File: config.mk
export PLATFORM = sky130hd
export DESIGN_NAME = speaker_capture
export DESIGN_NICKNAME = d
export VERILOG_FILES = /design/src/rtl/speaker_capture.sv
export SDC_FILE = /design/constraint.sdc
export NUM_CORES = 1
export LEC_CHECK = 0
export CAP_MARGIN = 10
export CORE_AREA = 2 2 101 74
export DETAILED_ROUTE_END_ITERATION = 6
export DIE_AREA = 0 0 103 76
export PLACE_DENSITY = 0.66
export SLEW_MARGIN = 10
export SYNTH_ARGS = -nofsm -noshare
export SYNTH_HDL_FRONTEND = slang
export SYNTH_SLANG_ARGS = --single-unit
File: constraint.sdc
create_clock -name clk -period 5.46 [get_ports clk]
set_input_delay 1.092 -clock clk [delete_from_list [all_inputs] [get_ports clk]]
set_output_delay 1.092 -clock clk [all_outputs]
set_load 0.03 [all_outputs]
File: src/rtl/speaker_capture.sv
// speaker_capture: master-mode serial audio receiver (capture side of the
// 16-bit stereo serial audio link).
//
// Derives mclk/sck/lrck from the system clock with one free-running 9-bit
// divider. It deserialises the ADC serial stream into left/right words and
// hands each stereo frame downstream on a valid/ready interface with a sticky
// overrun flag.
//
// Parameters:
//   DATA_DELAY       slot offset of the MSB after an lrck edge
//                    (0 = left-justified, 1 = I2S; only 0 and 1 are legal)
// Ports:
//   clk              system clock
//   rst_n            asynchronous active-low reset
//   audio_sdout      serial data from the ADC (launched on sck falling edge)
//   audio_mclk       master clock, clk/4
//   audio_sck        bit clock, clk/16
//   audio_lrck       word select, clk/512 (0 = left half, 1 = right half)
//   audio_out_left   captured left sample (two's complement)
//   audio_out_right  captured right sample (two's complement)
//   sample_valid     a captured frame is available
//   sample_ready     consumer accepts the frame
//   overrun          sticky: a frame was overwritten before being accepted
module speaker_capture #(
  parameter int DATA_DELAY = 0
) (
  input  logic        clk,
  input  logic        rst_n,
  input  logic        audio_sdout,
  output logic        audio_mclk,
  output logic        audio_sck,
  output logic        audio_lrck,
  output logic [15:0] audio_out_left,
  output logic [15:0] audio_out_right,
  output logic        sample_valid,
  input  logic        sample_ready,
  output logic        overrun
);

  localparam logic [4:0] DELAY_SLOTS = 5'(DATA_DELAY);

  logic [8:0]  r_div;
  logic        r_sd;
  logic [15:0] r_left_sr;
  // The right LSB (k == 31) goes straight into the output word from r_sd,
  // so only the upper 15 right bits need storage.
  logic [14:0] r_right_sr;
  logic        r_primed;
  logic [15:0] r_left;
  logic [15:0] r_right;
  logic        r_valid;
  logic        r_overrun;

  logic [4:0]  w_slot;
  logic [4:0]  w_k;
  logic        w_capture;
  logic        w_complete;
  logic        w_transfer;

  assign w_slot     = r_div[8:4];
  assign w_k        = w_slot - DELAY_SLOTS;   // wraps mod 32
  // One clk after the sck rising edge r_sd holds the pin sampled at that edge.
  assign w_capture  = (r_div[3:0] == 4'd9);
  assign w_complete = w_capture && (w_k == 5'd31) && r_primed;
  assign w_transfer = r_valid && sample_ready;

  // Clock outputs come straight from divider register bits (glitch-free).
  assign audio_mclk = r_div[1];
  assign audio_sck  = r_div[3];
  assign audio_lrck = r_div[8];

  assign audio_out_left  = r_left;
  assign audio_out_right = r_right;
  assign sample_valid    = r_valid;
  assign overrun         = r_overrun;

  always_ff @(posedge clk or negedge rst_n) begin
    if (!rst_n) begin
      r_div <= '0;
      r_sd  <= 1'b0;
    end else begin
      r_div <= r_div + 9'd1;
      r_sd  <= audio_sdout;
    end
  end

  // Deserialiser; priming waits for a word start so the first frame after
  // reset is never built from a partial word.
  always_ff @(posedge clk or negedge rst_n) begin
    if (!rst_n) begin
      r_left_sr  <= '0;
      r_right_sr <= '0;
      r_primed   <= 1'b0;
    end else if (w_capture) begin
      if (!w_k[4]) begin
        r_left_sr <= {r_left_sr[14:0], r_sd};
      end else if (w_k != 5'd31) begin
        r_right_sr <= {r_right_sr[13:0], r_sd};
      end
      if (w_k == 5'd0) begin
        r_primed <= 1'b1;
      end
    end
  end

  // Output registers and handshake. A completion always wins over a transfer
  // in the same cycle: the new frame loads and valid stays high.
  always_ff @(posedge clk or negedge rst_n) begin
    if (!rst_n) begin
      r_left    <= '0;
      r_right   <= '0;
      r_valid   <= 1'b0;
      r_overrun <= 1'b0;
    end else if (w_complete) begin
      r_left  <= r_left_sr;
      r_right <= {r_right_sr, r_sd};
      r_valid <= 1'b1;
      if (r_valid && !sample_ready) begin
        r_overrun <= 1'b1;
      end
    end else if (w_transfer) begin
      r_valid <= 1'b0;
    end
  end

endmodule

-- Yosys cells after proc, flatten, opt, wreduce, memory -nomap -nowiden
Index checks and enable logic that the tools add are counted.
- register bits after elaboration: 76
- input bits: 4
- output and inout bits: 37
- add/subtract/negate cells: 1
- equality and inequality tests: 3
- multiplexer cells: 2
- bitwise operators: 1
- reductions and logical operators: 11
- operator list (cell ; number):
    $add A9 B1 Y9 const B ; 1
    $reduce_and A2 Y1 ; 3
    $eq A5 B5 Y1 const B ; 1
    $logic_not A5 Y1 ; 1
    $ne A5 B5 Y1 const B ; 1
    $eq A4 B4 Y1 const B ; 1
    $logic_and A1 B1 Y1 ; 4
    $reduce_and A3 Y1 ; 1
    $mux W1 ; 2
    $reduce_bool A2 Y1 ; 1
    $logic_not A1 Y1 ; 1
    $not A1 Y1 ; 1

-- Longest topological paths before layout
- word-level depth: 4
- mapped depth: 7

-- Worst setup path before layout
No wires, ideal clock.
- kind: flip-flop to flip-flop
- start: register r_div[1]
- end: register r_left[0] (netlist: audio_out_left[0])
- arrival: 1.859 ns
- required time: 5.335 ns
- path slack: 3.475 ns
- stages on the path, launching flop included: 8
- period minus slack after synthesis: 1.985 ns
- cell sequence: dfrtp_1 inv_1 ha_1 and4b_1 or3b_1 buf_4 buf_6 mux2_4
- longest elaborated chain between the ends: 3
- RTL lines (item ; RTL line ; text):
    start, declared ; 42 ; logic [8:0] r_div;
    start signal, assigned ; 82 ; r_div <= r_div + 9'd1;
    $eq A4 B4 Y1 ; 63 ; assign w_capture = (r_div[3:0] == 4'd9);
    $logic_and A1 B1 Y1 (2 in a row) ; 64 ; assign w_complete = w_capture && (w_k == 5'd31) && r_primed;
    end signal, assigned ; 115 ; r_left <= r_left_sr;
    end, declared ; 49 ; logic [15:0] r_left;
Every way passes these cells.
A chain may end at the register's enable or synchronous reset.

-- Worst setup path in the final report
- start: register r_div[8]
- end: output port audio_lrck
- RTL lines (item ; RTL line ; text):
    end, declared ; 32 ; output logic audio_lrck,
No word-level cell between the ends.

==> results <==
- The run finished with clean final reports.
- TritonCTS built the clock tree.
- STA puts the critical path data required time at 4370 ps.
- Counting every net in the synthesized netlist gives 184.
- Setup repair after global routing left no endpoint under its margin.
- Counting both buffers and inverters, the worst setup path holds a total of 1.
- The arrival time at the worst endpoint is 1510 ps.
- Summed over all layers, the global routing overflow is 0.
- The critical path in this run is classified as register to output pin.
- The layout has 641 filler cells.
- The TritonCTS buffer count is 9.
- The path class of the lowest-slack min-delay path is register to register.
- The signal on the critical path passes through clkdlybuf4s50_1.
- The via count of the first global-routing pass was 1621.
- In this run the register-to-register setup slack is 3080 ps.
- The total power is 960.1 uW.
- The number of max-slew violations in the final report is 0.
- The largest fanout on the critical path is 4.
- For this design the total switching power over the nets is 226.6 uW.
- Static timing analysis puts the maximum clock frequency at 384.3 MHz.
- Counting every sink on the clock net gives 76.
- On the worst path, the slowest cell contributes a delay of 710 ps.
- The antenna diode count is 0.
- Counting instances, the worst hold path has a depth of 2.
- The post-CTS setup buffer count is 0.
- Measured along the y axis, the die boundary spans 76 um.
- The total wire length after detailed routing is 4740 um.
- The final antenna-violating net count is 0.
- The fraction of power spent switching nets is 0.2360.
- The largest individual stage delay along the critical path comes from the cell clkdlybuf4s50_1.
- The final estimated routing congestion in global placement is 0.6701.
- The synthesized flop and latch total is 76.
- The initialized floorplan defines 26 standard-cell rows.
- The final non-filler cell area is 0.003647 sq mm.
- Hold timing on the final database bottoms out at a slack of 448.1 ps.
- Synthesis handed over a netlist of 178 instances.
- Max-cap violations in this run came to 0.
- The sequential area share after synthesis is 0.6373.
- The area after detailed placement is 0.003471 sq mm.
- Hold repair after CTS inserted 0 buffers.
- Clock-pin slew was measured on the worst setup and hold paths at 80 ps.
- After the last flow step, the layout net total stands at 229.
- STA classifies the critical path endpoint as an output pin.
- Entering global routing, the biggest net connects 77 pins.
- The fraction of layout instances using a drive strength above 1 is 0.3640.
- The sequential group share of total power is 0.589.
- A synthesized cell averages 16.76 sq um.
- The worst-case IR drop observed on VDD is 148.4 uV.
- In this run the tool buffered the top-level ports with 40 buffer cells.
- The initial antenna violation count is 0.
- The post-synth design cell area is 0.002984 sq mm.
- The startpoint class of the critical path is a register.
- The share of total power dissipated in the clock network is 0.398.
- Adding up every negative setup slack in the final design gives 0 ps.
- In the finished design, the share of the clock period the worst path needs comes to 0.4765.
- For this run, the number of Yosys warnings is 0.
- The full die area is 0.007828 sq mm.
- Detailed placement finished with a half-perimeter wire length of 2987 um.
- The CTS H-tree depth is 3.
- The combinational power share is 0.014.
- The setup slack after layout is 2858 ps.
- On the critical path the largest part of the delay comes from buffers and inverters.
- The clock insertion delay at the later pin of the skew report is 350 ps.
- The die width is 103 um.
- The area growth from synthesis to layout is 22.22%.
- Setup violations remaining at the end of the flow were counted as 0.
- Headroom to the max-slew limit came out at 0.2833.
- The number of vias per cell is 4.702.
- The smallest clock period supported by the final layout is computed as 2602 ps.
- The all-layer global routing usage is 0.1411.
- The deepest clock path buffer count is 2.
- The clock tree root buffer cell is clkbuf_8.
- The number of failing hold endpoints at the final stage came to 0.
- The post-placement worst setup slack is 3077 ps.
- For this configuration, the core starts out at a cell density of 0.4286.
- The detailed router finished its first iteration with 64 violations.
- The internal power summed over all cells is 733.5 uW.
- The areal power density over the cells is 263.2 mW/mm^2.
- The count of cells along the worst register-to-register path is 6.
- The leakage power summed over all cells is 0.001838 uW.
- The count of pins on the block boundary is 41.
- Synthesis instantiated 21 different standard cells from the library.
- The first-pass GRT wire length is 8231 um.
- Across the routed clock network, the largest skew measured is 10.55 ps.
- The top cell types in the final layout, fill and taps aside, are dfrtp_1, clkdlybuf4s50_1, mux2_2, mux2_4, clkbuf_8.
- The detailed-route wire length per cell is 14.54 um.
- The region available for standard cell placement spans 0.006962 sq mm.
- The number of detailed-routing iterations run before antenna repair is 3.
- The leading cell type in the layout, fill and taps excluded is dfrtp_1.
- The measured slew at the worst slew-check pin is 1073 ps.
- In the routed design, unresolved DRC markers number 0.
- The total number of vias is 1533.
- The cell count along the critical path is 1.
- The quantity of gates resized following cts is 0.
[final timing paths]
kind,to,from
worst max-delay path,audio_lrck,r_div[8]
worst max register to register,audio_out_left[10],r_div[1]
worst min register to register,r_primed,r_primed
max in group asynchronous,audio_out_right[15],rst_n
worst min-delay path,r_primed,r_primed
min in group asynchronous,audio_out_right[9],rst_n
[stage by stage]
| step | instances | util |
|---|---|---|
| floorplan | 178 | - |
| global placement | 310 | 0.4986 |
| detailed placement | 310 | 0.4986 |
| CTS | 326 | 0.5239 |
| global route | 326 | 0.5239 |
| finish | 326 | 0.5239 |
[power by group through the flow]
| stage | clock network (uW) | logic (uW) | registers, uW |
|---|---|---|---|
| finish | 382 | 13.4 | 565 |
| global route | 422 | 16.2 | 565 |
| CTS | 396 | 14.3 | 565 |
| detailed placement | 0 | 14.3 | 576 |
| global placement | 0 | 14.2 | 576 |
| floorplan | 0 | 1.15 | 576 |
[cell usage after synthesis]
cell	number	area (sq um)
dfrtp_1	76	1902
mux2_2	35	394.1
mux2_4	28	420.4
nand2_1	6	22.52
inv_1	4	15.01
xnor2_1	4	35.03
buf_2	3	15.01
buf_6	3	33.78
xor2_1	3	26.28
ha_1	2	25.02
nand3_1	2	10.01
nand4_1	2	12.51
nor2_1	2	7.510
and4_1	1	8.760
and4b_1	1	10.01
buf_4	1	7.510
nand2b_1	1	6.260
nor4_1	1	6.260
nor4bb_1	1	10.01
o21bai_1	1	7.510
or3b_1	1	8.760
[cell families (layout without fill, tap and decap cells)]
kind of cell | after synthesis | in the layout | share of synthesized area
adders and majority gates | 2 | 2 | 0.008384
buffers and inverters | 11 | 61 | 0.02390
DFF | 76 | 76 | 0.6373
muxes | 63 | 63 | 0.2730
AOI/OAI and AO/OA | 1 | 1 | 0.002517
xor gates and xnor gates | 7 | 7 | 0.02055
and+or+nand+nor | 18 | 18 | 0.03439
[worst reg2reg max path: stages, from the launching register on]
cell	delay, ps
dfrtp_1	430
inv_1	80
ha_1	150
and4b_1	220
or3b_2	730
buf_4	350
mux2_4	330
[state kept, by name, summed over array words and instances, names as in the netlist]
name	cells
r_div	9
sample_valid	1
r_left_sr	16
r_right_sr	15
audio_out_left	16
audio_out_right	16
r_primed	1
r_sd	1
overrun	1
[layout make-up]
class	instances	area [sq um]	area share
well taps	98	122.6	0.03362
multi-input cells	91	1026	0.2813
inverters	4	15.01	0.004117
repair buffers	41	405.4	0.1111
clock buffers	9	123.9	0.03396
clock inverters	7	52.55	0.01441
flip-flops and latches	76	1902	0.5214
[routing by layer]
layer	vias to the layer above	part of all wire	global-route usage
met4	0	0.020	0.06711
met5	-	0	0
met3	7	0.041	0.05138
li1	709	-	-
met1	781	0.52	0.2064
met2	36	0.42	0.1851
(Power assumes the default switching activity.)
